$ cat config.mk
export PLATFORM = sky130hd
export DESIGN_NAME = can_tx_mailbox_flat
export DESIGN_NICKNAME = d
export VERILOG_FILES = /design/src/rtl/can_tx_mailbox_if.sv /design/src/rtl/can_tx_mailbox.sv /design/src/flat_wrapper.sv
export SDC_FILE = /design/constraint.sdc
export NUM_CORES = 1
export LEC_CHECK = 0
export CORE_ASPECT_RATIO = 1.5
export CORE_MARGIN = 4
export CORE_UTILIZATION = 60
export CTS_CLUSTER_SIZE = 8
export DETAILED_ROUTE_END_ITERATION = 8
export PLACE_DENSITY = 0.88
export SETUP_SLACK_MARGIN = 0.5
export SYNTH_ARGS = -nofsm -noshare
export SYNTH_HDL_FRONTEND = slang
export SYNTH_SLANG_ARGS = --single-unit
$ cat constraint.sdc
create_clock -name clock -period 6.6 [get_ports clock]
set_input_delay 1.32 -clock clock [delete_from_list [all_inputs] [get_ports clock]]
set_output_delay 1.32 -clock clock [all_outputs]
set_load 0.02 [all_outputs]
$ cat src/rtl/can_tx_mailbox_if.sv
// rtl/can_tx_mailbox_if.sv - host write and CAN node transmit handshakes for can_tx_mailbox
// Signals:
//   wr_valid/wr_ready/wr_data/wr_id   - host offers {ID, payload}; accepted when both valid and ready
//   data_in_req                       - node asks for the next message (level)
//   In_packet/Tx_ID/pkt_valid         - message currently handed to the node
//   tx_done/tx_error                  - one-cycle result pulses from the node
//   drop                              - one-cycle pulse when the head message is discarded
// Modports: master = host/node side, slave = mailbox.
interface can_tx_mailbox_if #(
  parameter int DATA_SIZE = 64,
  parameter int ID_SIZE   = 11
);
  logic                 wr_valid;
  logic                 wr_ready;
  logic [DATA_SIZE-1:0] wr_data;
  logic [ID_SIZE-1:0]   wr_id;
  logic                 data_in_req;
  logic [DATA_SIZE-1:0] In_packet;
  logic [ID_SIZE-1:0]   Tx_ID;
  logic                 pkt_valid;
  logic                 tx_done;
  logic                 tx_error;
  logic                 drop;

  modport master (
    output wr_valid, wr_data, wr_id, data_in_req, tx_done, tx_error,
    input  wr_ready, In_packet, Tx_ID, pkt_valid, drop
  );

  modport slave (
    input  wr_valid, wr_data, wr_id, data_in_req, tx_done, tx_error,
    output wr_ready, In_packet, Tx_ID, pkt_valid, drop
  );
endinterface

$ cat src/rtl/can_tx_mailbox.sv
// rtl/can_tx_mailbox.sv - CAN transmit mailbox: queue of {ID, payload} with bounded retry and drop
// Ports:
//   clock        - rising-edge clock
//   reset        - asynchronous active-low reset
//   bus (slave)  - host write handshake and node transmit handshake (see can_tx_mailbox_if)
//   count        - queued entries, including the one in flight
//   full, empty  - count == DEPTH, count == 0
module can_tx_mailbox #(
  parameter int DATA_SIZE = 64,
  parameter int ID_SIZE   = 11,
  parameter int DEPTH     = 4,
  parameter int MAX_RETRY = 3
) (
  input  logic                       clock,
  input  logic                       reset,
  can_tx_mailbox_if.slave            bus,
  output logic [$clog2(DEPTH+1)-1:0] count,
  output logic                       full,
  output logic                       empty
);

  localparam int AW = $clog2(DEPTH);
  localparam int CW = $clog2(DEPTH + 1);
  localparam int RW = (MAX_RETRY > 1) ? $clog2(MAX_RETRY) : 1;
  localparam logic [RW-1:0] RETRY_LAST = RW'(MAX_RETRY - 1);

  localparam logic [0:0] IDLE      = 1'b0;
  localparam logic [0:0] IN_FLIGHT = 1'b1;

  logic [0:0]           state;
  logic [DATA_SIZE-1:0] mem_data [DEPTH];
  logic [ID_SIZE-1:0]   mem_id   [DEPTH];
  logic [AW-1:0]        wr_ptr;
  logic [AW-1:0]        rd_ptr;
  logic [RW-1:0]        retry_cnt;
  logic                 wr_fire;
  logic                 launch;
  logic                 give_up;
  logic                 pop;

  assign full         = (count == CW'(DEPTH));
  assign empty        = (count == '0);
  assign bus.wr_ready = !full;
  assign wr_fire      = bus.wr_valid && !full;
  assign launch       = (state == IDLE) && bus.data_in_req && !empty;

  // tx_done has priority: an error in the same cycle as a success is not a failure.
  assign give_up = (state == IN_FLIGHT) && !bus.tx_done && bus.tx_error &&
                   (retry_cnt == RETRY_LAST);
  assign pop     = ((state == IN_FLIGHT) && bus.tx_done) || give_up;

  // Storage is deliberately left out of reset; only pointers and count define validity.
  always_ff @(posedge clock) begin
    if (wr_fire) begin
      mem_data[wr_ptr] <= bus.wr_data;
      mem_id[wr_ptr]   <= bus.wr_id;
    end
  end

  always_ff @(posedge clock or negedge reset) begin
    if (!reset) begin
      state         <= IDLE;
      wr_ptr        <= '0;
      rd_ptr        <= '0;
      count         <= '0;
      retry_cnt     <= '0;
      bus.In_packet <= '0;
      bus.Tx_ID     <= '0;
      bus.pkt_valid <= 1'b0;
      bus.drop      <= 1'b0;
    end else begin
      bus.drop <= give_up;

      if (wr_fire) wr_ptr <= wr_ptr + AW'(1);
      if (pop)     rd_ptr <= rd_ptr + AW'(1);

      // The in-flight entry keeps its slot until it completes, so count only moves on pop.
      case ({wr_fire, pop})
        2'b10:   count <= count + CW'(1);
        2'b01:   count <= count - CW'(1);
        default: count <= count;
      endcase

      case (state)
        IDLE: begin
          if (launch) begin
            bus.In_packet <= mem_data[rd_ptr];
            bus.Tx_ID     <= mem_id[rd_ptr];
            bus.pkt_valid <= 1'b1;
            retry_cnt     <= '0;
            state         <= IN_FLIGHT;
          end
        end
        IN_FLIGHT: begin
          // In_packet/Tx_ID are left untouched so the node re-arbitrates the same frame.
          if (pop) begin
            bus.pkt_valid <= 1'b0;
            state         <= IDLE;
          end else if (bus.tx_error) begin
            retry_cnt <= retry_cnt + RW'(1);
          end
        end
        default: state <= IDLE;
      endcase
    end
  end

endmodule

$ cat src/flat_wrapper.sv
// flat-port wrapper written by rule: the top's interface ports become plain ports
module can_tx_mailbox_flat 
#(
  parameter int DATA_SIZE = 64,
  parameter int ID_SIZE   = 11,
  parameter int DEPTH     = 4,
  parameter int MAX_RETRY = 3
)
  (clock, reset, count, full, empty, bus_wr_valid, bus_wr_data, bus_wr_id, bus_data_in_req, bus_tx_done, bus_tx_error, bus_wr_ready, bus_In_packet, bus_Tx_ID, bus_pkt_valid, bus_drop);
  can_tx_mailbox_if #(.DATA_SIZE(DATA_SIZE), .ID_SIZE(ID_SIZE)) bus_i ();
  input  logic clock;
  input  logic reset;
  output logic [$clog2(DEPTH+1)-1:0] count;
  output logic full;
  output logic empty;
  input wire logic [$bits(bus_i.wr_valid)-1:0] bus_wr_valid;
  input wire logic [$bits(bus_i.wr_data)-1:0] bus_wr_data;
  input wire logic [$bits(bus_i.wr_id)-1:0] bus_wr_id;
  input wire logic [$bits(bus_i.data_in_req)-1:0] bus_data_in_req;
  input wire logic [$bits(bus_i.tx_done)-1:0] bus_tx_done;
  input wire logic [$bits(bus_i.tx_error)-1:0] bus_tx_error;
  output wire logic [$bits(bus_i.wr_ready)-1:0] bus_wr_ready;
  output wire logic [$bits(bus_i.In_packet)-1:0] bus_In_packet;
  output wire logic [$bits(bus_i.Tx_ID)-1:0] bus_Tx_ID;
  output wire logic [$bits(bus_i.pkt_valid)-1:0] bus_pkt_valid;
  output wire logic [$bits(bus_i.drop)-1:0] bus_drop;
  assign bus_i.wr_valid = bus_wr_valid;
  assign bus_i.wr_data = bus_wr_data;
  assign bus_i.wr_id = bus_wr_id;
  assign bus_i.data_in_req = bus_data_in_req;
  assign bus_i.tx_done = bus_tx_done;
  assign bus_i.tx_error = bus_tx_error;
  assign bus_wr_ready = bus_i.wr_ready;
  assign bus_In_packet = bus_i.In_packet;
  assign bus_Tx_ID = bus_i.Tx_ID;
  assign bus_pkt_valid = bus_i.pkt_valid;
  assign bus_drop = bus_i.drop;
  can_tx_mailbox #(.DATA_SIZE(DATA_SIZE), .ID_SIZE(ID_SIZE), .DEPTH(DEPTH), .MAX_RETRY(MAX_RETRY)) u_core (.clock(clock), .reset(reset), .bus(bus_i), .count(count), .full(full), .empty(empty));
endmodule
==> reports/qor.csv, run 1 <==
metric,value,unit
run status,finished clean,
die width,134,um
most frequent cells in the layout,"300 x edfxtp_1, 162 x clkdlybuf4s50_1, 85 x dfrtp_1",
cts bufs inserted,54,
largest net degree at the start of global routing,77,
drt total wl,31.6,mm
f_max,305,MHz
layout overhead on the synthesized area,24.0,%
first-pass GRT wire length,48.4,mm
CTS tree,built,
DRT Pass-1 Iters,4,
routability cong.,0.772,
postcts setup bufs,0,
synthesized cell area,0.0144,mm^2
Synth Register Bits,387,
fin crit share,49.7,%
post-route setup TNS,0,ps
"Top FF cell, synth",edfxtp_1,
"most common cell after layout, fill and taps aside",edfxtp_1,
Hold WC Path Type,reg2reg,
grt total ovfl,0,
top cell type's share of synthesized area,62.6,%
post-layout util,75.4,%
multi-input logic area,0.00298,mm^2
die area,0.0266,mm^2
maxcap violations,0,
Slew headroom,22.9,%
post-route antenna net violation count,0,
layout cells sized above 1,26.0,%
num rows,69,
vias per std cell,5.91,
final net count,898,
port bufs,163,
# fillers,1234,
"Max FO, Critical Path",5,
CTS sink cnt,387,
initial DRC count,562,
initial antenna violation count,4,
clock transition at the registers of the reported paths,50,ps
P_leak,0.00623,uW
CP endpoint kind,output pin,
Die Ht,198,um
via count of the routed design,6960,
setup-violating endpoint count in the final report,0,
synth top area cells,"edfxtp_1 63%, dfrtp_1 15%, mux4_2 12%",
Wirelength per Cell,26.8,um
Post-synth EDFFs,300,
Syn Nets,701,
Initial Util,60.8,%
warnings from Yosys,0,
Core Box Area,0.0237,mm^2
Mapped Cells,613,
total track usage,24.7,%
register area,0.0112,mm^2
Worst Reg-to-Reg Cells,3,
post-cts resize count,0,
Max Slew Vio Count,0,
H-tree depth,2,
Slew @ Worst Pin,1160,ps
drt drc,0,
Post-CTS Hold Buffers,0,
Root Driver,clkbuf_16,
register area share after synthesis,77.8,%
PD cells,500,mW/mm^2
I/O pins,164,
Critical Path AT,1960,ps
post-DP HPWL,17.6,mm
CP Class,reg2out,
WP data required,5280,ps
Final Hold Vio Count,0,
Final min period,3280,ps
Synth cell types,31,
Bufs on Longest Clock Path,3,
"Avg Cell Area, Syn",23.5,um^2
"area leader, netlist",edfxtp_1,
RSZ-0062 raised after global routing,false,
maximum vdd drop,0.339,mV
critical path launch point type,flop,
skew final,11.4,ps
vias in the first global route,7789,
async set-or-reset flop fraction in the synthesized netlist,22.5,%
Skew-Pair Late Insertion Delay,540,ps
hold path cells,1,
## synth_stat cells (4+ instances only)
| cell type | n |
|---|---|
| ha_1 | 6 |
| mux2_2 | 48 |
| mux4_2 | 75 |
| xnor2_1 | 5 |
| buf_2 | 11 |
| inv_1 | 10 |
| and2_1 | 4 |
| buf_1 | 6 |
| mux2_4 | 28 |
| dfrtp_1 | 87 |
| edfxtp_1 | 300 |
## per-layer routing
metal,share of wire (%),global-route usage (%)
met1,35,30.0
met2,54,42.9
met3,5.3,4.56
met4,5.0,12.0
met5,0,0
## kinds of logic (layout without fill, tap and decap cells)
group           count (synthesis)  in the layout  synth area share, %
fa+ha+maj                       7              7                0.661
xor+xnor                        7              7                0.426
simple gates                   19             19                0.739
mux                           152            152                 18.5
other cells                     0              4                    0
flops                         387            387                 77.8
buf+inv                        36            278                 1.61
compound gates                  5              5                0.304
## critical path, stage by stage, from the launching register on
cell	delay [ps]
dfrtp_1	450
inv_1	130
nand3_1	110
inv_1	110
clkdlybuf4s50_1	620
## path summary, 6_finish.rpt
| check | startpoint | endpoint | slack (ps) |
|---|---|---|---|
| worst max-delay path | u_core.count[0]$_DFFE_PN0P_ | full | 3320 |
| worst min-delay path | u_core.bus.In_packet[10]$_DFFE_PN0P_ | u_core.bus.In_packet[10]$_DFFE_PN0P_ | 500 |
| worst max register to register | u_core.rd_ptr[0]$_DFFE_PN0P_ | u_core.bus.In_packet[42]$_DFFE_PN0P_ | 3790 |
| worst min register to register | u_core.bus.In_packet[10]$_DFFE_PN0P_ | u_core.bus.In_packet[10]$_DFFE_PN0P_ | 500 |
| max in group asynchronous | reset | u_core.bus.In_packet[42]$_DFFE_PN0P_ | 4730 |
| min in group asynchronous | reset | u_core.bus.Tx_ID[7]$_DFFE_PN0P_ | 780 |
## final cells by class
type | instances | share of cell area, %
Sequential cell | 387 | 62.7
Multi-Input combinational cell | 190 | 16.7
Timing Repair Buffer | 167 | 9.30
Clock buffer | 99 | 8.64
Tap cell | 319 | 2.24
Inverter | 10 | 0.210
Clock inverter | 2 | 0.0912
Antenna cell | 4 | 0.0561
## state kept, by name, indices dropped and copies added, names as in the netlist
signal / count
u_core.mem_data: 256
u_core.bus.In_packet: 64
u_core.mem_id: 44
u_core.bus.Tx_ID: 11
u_core.count: 3
u_core.rd_ptr: 2
u_core.retry_cnt: 2
u_core.wr_ptr: 2
u_core.bus.drop: 1
u_core.bus.pkt_valid: 1
u_core.state: 1
## through the flow
stage / worst slack [ps] / instances / area [um^2] / hold WS (ps) / power (uW)
6_report: 3320 / 1178 / 17800 / 502 / 8910
5_1_grt: 3230 / 1178 / 17800 / 524 / 9280
4_1_cts: 3320 / 1174 / 17800 / 507 / 8990
3_5_place_dp: 2910 / 1073 / 16300 / 496 / 6370
3_3_place_gp: 3010 / 1073 / 16300 / 474 / 6220
2_1_floorplan: 2710 / 613 / 14400 / 473 / 5380
## power by group
group	leakage, uW	total, uW	switching (uW)	internal [uW]
clock	0.000734	2520	971	1550
sequential	0.00377	3820	473	3350
combinational	0.00172	2570	1190	1380
total	0.00623	8910	2640	6280
No activity file was read; power rests on OpenSTA's default activity.
==> run 2, diff against run 1 <==
Settings changed: CORE_UTILIZATION 60 to 56, PLACE_DENSITY 0.88 to 0.84.
Clock period 6.6 ns to 3.2 ns, I/O delays scaled along.
==> reports/qor.csv, run 2 (synthesis results as in run 1) <==
metric,value,unit
maxcap violations,0,
critical path launch point type,flop,
post-DP HPWL,17.1,mm
post-route setup TNS,0,ps
largest reg by FF count,u_core.mem_data,
RSZ-0062 raised after global routing,false,
Root Driver,clkbuf_16,
"most common cell after layout, fill and taps aside",edfxtp_1,
met3 Resource Use GR,4.17,%
worst hold slack,89.5,ps
f_max,390,MHz
Slowest Stage Delay on Critical Path,610,ps
initial antenna violation count,5,
fin crit share,80.1,%
vias in the first global route,7580,
run status,finished clean,
Critical Path AT,1920,ps
most frequent cell on the critical path,inv_1,
largest net degree at the start of global routing,77,
GRT busiest layer,met2,
layout overhead on the synthesized area,25.3,%
skew final,16.2,ps
post-cts resize count,0,
first-pass GRT wire length,44.9,mm
largest registers,"u_core.mem_data: 256 flops, u_core.bus.In_packet: 64 flops, u_core.mem_id: 44 flops",
Slew @ Worst Pin,646,ps
Die Ht,204,um
routability cong.,0.745,
Slew headroom,56.9,%
Core Box Area,0.0252,mm^2
Max Slew Vio Count,0,
postcts setup bufs,0,
placed cell count,1092,
layout cells sized above 1,26.9,%
PD cells,1010,mW/mm^2
most frequent cells in the layout,"300 x edfxtp_1, 162 x clkdlybuf4s50_1, 85 x dfrtp_1",
die width,139,um
"Max FO, Critical Path",5,
drt drc,0,
I/O pins,164,
Wirelength per Cell,24.5,um
critical path's top delay family,buffers and inverters,
CP Class,reg2out,
final std cells w/o fill,1197,
Skew-Pair Late Insertion Delay,560,ps
via count of the routed design,6767,
maximum vdd drop,0.713,mV
CTS tree,built,
num rows,71,
max reg flops,256,
DRT Pass-1 Iters,4,
met2 Use GR,37.0,%
Post-CTS Hold Buffers,0,
Final min period,2560,ps
slowest stage cell on the critical path,clkdlybuf4s50_1,
final net count,908,
die area,0.0284,mm^2
setup-violating endpoint count in the final report,0,
initial DRC count,433,
Initial Util,57.0,%
port bufs,163,
met1 usage,25.6,%
grt total ovfl,0,
post-route antenna net violation count,0,
WP data required,2560,ps
CTS sink cnt,387,
Bufs on Longest Clock Path,3,
Final Hold Vio Count,0,
clock transition at the registers of the reported paths,50,ps
H-tree depth,2,
post-layout util,71.4,%
cts bufs inserted,54,
crit path cell chain,"inv_1, nand3_1, inv_1, clkdlybuf4s50_1",
P_leak,0.00631,uW
WP buf/inv,3,
total track usage,21.0,%
CP endpoint kind,output pin,
vias per std cell,5.65,
drt total wl,29.3,mm
# fillers,1463,
Hold WC Path Type,in2async,
[run 2: worst register-to-register path: cells and delay by family (launching register included)]
family        cells  cell delay, ps
simple gates      3             660
flops             1             450
fa+ha+maj         2             430
buf+inv           4             350
xor+xnor          2             310
[run 2: area by class of cell]
cell class	count	area, um^2	share of cell area [%]
well taps	328	410	2.28
repair buffers	177	1830	10.2
multi-input cells	190	2980	16.6
diodes	3	7.51	0.0416
flip-flops and latches	387	11200	62.1
inverters	10	37.5	0.208
clock buffers	98	1520	8.41
clock inverters	4	41.3	0.229
[run 2: power by group]
part           total (uW)  switching [uW]  internal (uW)  leakage [uW]
Combinational        5550            2590           2960       0.00180
Sequential           7610             734           6880       0.00377
Clock                5130            1970           3160      0.000734
[run 2: worst paths after layout]
path,slack (ps),depth (start not counted),end,start
max reg2reg,870,11,u_core.count[2]$_DFFE_PN0P_,u_core.count[0]$_DFFE_PN0P_
max in group asynchronous,2400,2,u_core.bus.In_packet[31]$_DFFE_PN0P_,reset
min reg2reg,500,1,u_core.bus.In_packet[35]$_DFFE_PN0P_,u_core.bus.In_packet[35]$_DFFE_PN0P_
max,640,4,full,u_core.count[0]$_DFFE_PN0P_
min in group clock,500,1,u_core.bus.In_packet[35]$_DFFE_PN0P_,u_core.bus.In_packet[35]$_DFFE_PN0P_
min,90,1,u_core.bus.Tx_ID[5]$_DFFE_PN0P_,reset
[run 2: through the flow]
stage | worst slack, ps | cell area (um^2) | total power (uW)
2_1_floorplan | 387 | 14400 | 11100
3_3_place_gp | 588 | 16500 | 13000
4_1_cts | 603 | 18000 | 18500
6_report | 638 | 18000 | 18300
5_1_grt | 549 | 18000 | 19100
3_5_place_dp | 532 | 16500 | 13300
[run 2: layer usage]
metal | part of all wire, % | wire [um]
met1 | 37 | 10800
met4 | 3.1 | 919
met3 | 5.0 | 1470
met2 | 55 | 16100
met5 | 0.082 | 24
==> run 3, diff against run 2 <==
Settings changed: CORE_UTILIZATION 56 to 50, PLACE_DENSITY 0.84 to 0.79.
Clock period 3.2 ns to 2.1 ns, I/O delays scaled along.
==> reports/qor.csv, run 3 (synthesis results as in run 1) <==
metric,value,unit
Max Slew Vio Count,0,
most frequent cells in the layout,"300 x edfxtp_1, 82 x dfrtp_1, 79 x clkdlybuf4s50_1",
Pwr Total,31400,uW
CP Class,reg2reg,
DRT Pass-1 Iters,5,
CTS tree,built,
largest net degree at the start of global routing,43,
max reg flops,256,
skew final,23.0,ps
maxcap violations,0,
H-tree depth,2,
Die Ht,216,um
f_max,525,MHz
vias in the first global route,8088,
run status,finished clean,
Skew-Pair Late Insertion Delay,570,ps
I/O pins,164,
Critical Path AT,2350,ps
post-layout util,71.8,%
drt total wl,37.1,mm
P_leak,0.00749,uW
die area,0.0316,mm^2
clock transition at the registers of the reported paths,50,ps
Bufs on Longest Clock Path,3,
RSZ-0062 raised after global routing,true,
post-route antenna net violation count,0,
Hold WC Path Type,in2async,
port bufs,163,
setup-violating endpoint count in the final report,0,
largest registers,"u_core.mem_data: 256 flops, u_core.bus.In_packet: 64 flops, u_core.mem_id: 44 flops",
first-pass GRT wire length,51.8,mm
largest reg by FF count,u_core.mem_data,
initial DRC count,496,
PD cells,1560,mW/mm^2
drt drc,0,
cts bufs inserted,54,
fin crit share,90.6,%
"Max FO, Critical Path",2,
DP Area,0.0168,mm^2
CTS sink cnt,387,
post-DP HPWL,16.3,mm
vias per std cell,5.65,
Slew headroom,68.6,%
maximum vdd drop,0.910,mV
critical path launch point type,flop,
Slew @ Worst Pin,471,ps
grt total ovfl,0,
CP endpoint kind,flop,
Root Driver,clkbuf_16,
total track usage,22.0,%
routability cong.,0.751,
via count of the routed design,7585,
layout overhead on the synthesized area,40.4,%
Initial Util,51.1,%
final net count,1039,
layout cells sized above 1,46.5,%
Wirelength per Cell,27.6,um
die width,146,um
final instance area,0.0202,mm^2
WP data required,2540,ps
Final Hold Vio Count,0,
initial antenna violation count,2,
Core Box Area,0.0282,mm^2
Final min period,1900,ps
"most common cell after layout, fill and taps aside",edfxtp_1,
num rows,75,
## run 3: changes by cell type in the layout (fill, tap and decap cells not counted), moves of 17 or more
| cell | before | now |
|---|---|---|
| buf_4 | 7 | 34 |
| buf_12 | 8 | 32 |
| buf_6 | 0 | 29 |
| clkdlybuf4s50_1 | 162 | 79 |
| buf_16 | 0 | 32 |
| clkbuf_16 | 54 | 71 |
| buf_2 | 0 | 75 |
## run 3: worst paths after layout
check,from,slack (ps),to,depth (start not counted)
worst max-delay path,u_core.retry_cnt[0]$_DFFE_PN0P_,200,u_core.bus.pkt_valid$_DFFE_PN0P_,12
worst min-delay path,reset,340,u_core.bus.In_packet[39]$_DFFE_PN0P_,2
worst max register to register,u_core.retry_cnt[0]$_DFFE_PN0P_,200,u_core.bus.pkt_valid$_DFFE_PN0P_,12
worst min register to register,u_core.bus.pkt_valid$_DFFE_PN0P_,490,u_core.bus.pkt_valid$_DFFE_PN0P_,1
max in group asynchronous,reset,1160,u_core.bus.In_packet[59]$_DFFE_PN0P_,3
min in group clock,u_core.bus.pkt_valid$_DFFE_PN0P_,490,u_core.bus.pkt_valid$_DFFE_PN0P_,1
## run 3: through the flow
step	TNS, ps	instances	hold slack (ps)	setup WS [ps]
3_5_place_dp	-126	1129	404	-126
6_report	0	1343	343	197
2_1_floorplan	0	613	124	166
5_1_grt	0	1343	388	93.9
4_1_cts	0	1304	347	248
3_3_place_gp	-95.6	1129	395	-95.6
## run 3: where the power goes
group,switching [uW],internal (uW),leakage (uW)
clock,3110,4890,0.000742
sequential,948,10500,0.00377
combinational,5360,6640,0.00298
## run 3: worst max-delay path: stages, from the launching register on
cell and delay (ps):
dfrtp_1 390, inv_2 80, ha_4 130, a21o_1 140, nand2_2 80, buf_4 140
buf_6 110, buf_6 100, buf_4 120, buf_4 120, buf_4 130, buf_6 110
a21o_1 140
## run 3: what timing repair did
item                                   in CTS  in global routing
cloned                                     30                 18
setup endpoints to repair                 447                388
hold buffers                                1                  0
resized for setup                         396                 48
endpoints found under the hold margin      22                  0
buffers inserted                           43                 20
pin swaps                                   8                  2
## run 3: final cells by class
class | instances | area (um^2)
flip-flops and latches | 387 | 11200
fillers | 1598 | 7950
repair buffers | 308 | 3880
multi-input cells | 190 | 3060
clock buffers | 98 | 1540
well taps | 346 | 433
inverters | 10 | 42.5
clock inverters | 3 | 40.0
diodes | 1 | 2.50
## run 3: routing by layer
metal,global-route usage (%),part of all wire (%),routed length (um)
met2,39.1,55,20300
met5,0,0.054,20
met4,7.00,2.5,933
met1,27.9,38,14000
met3,3.50,4.9,1830
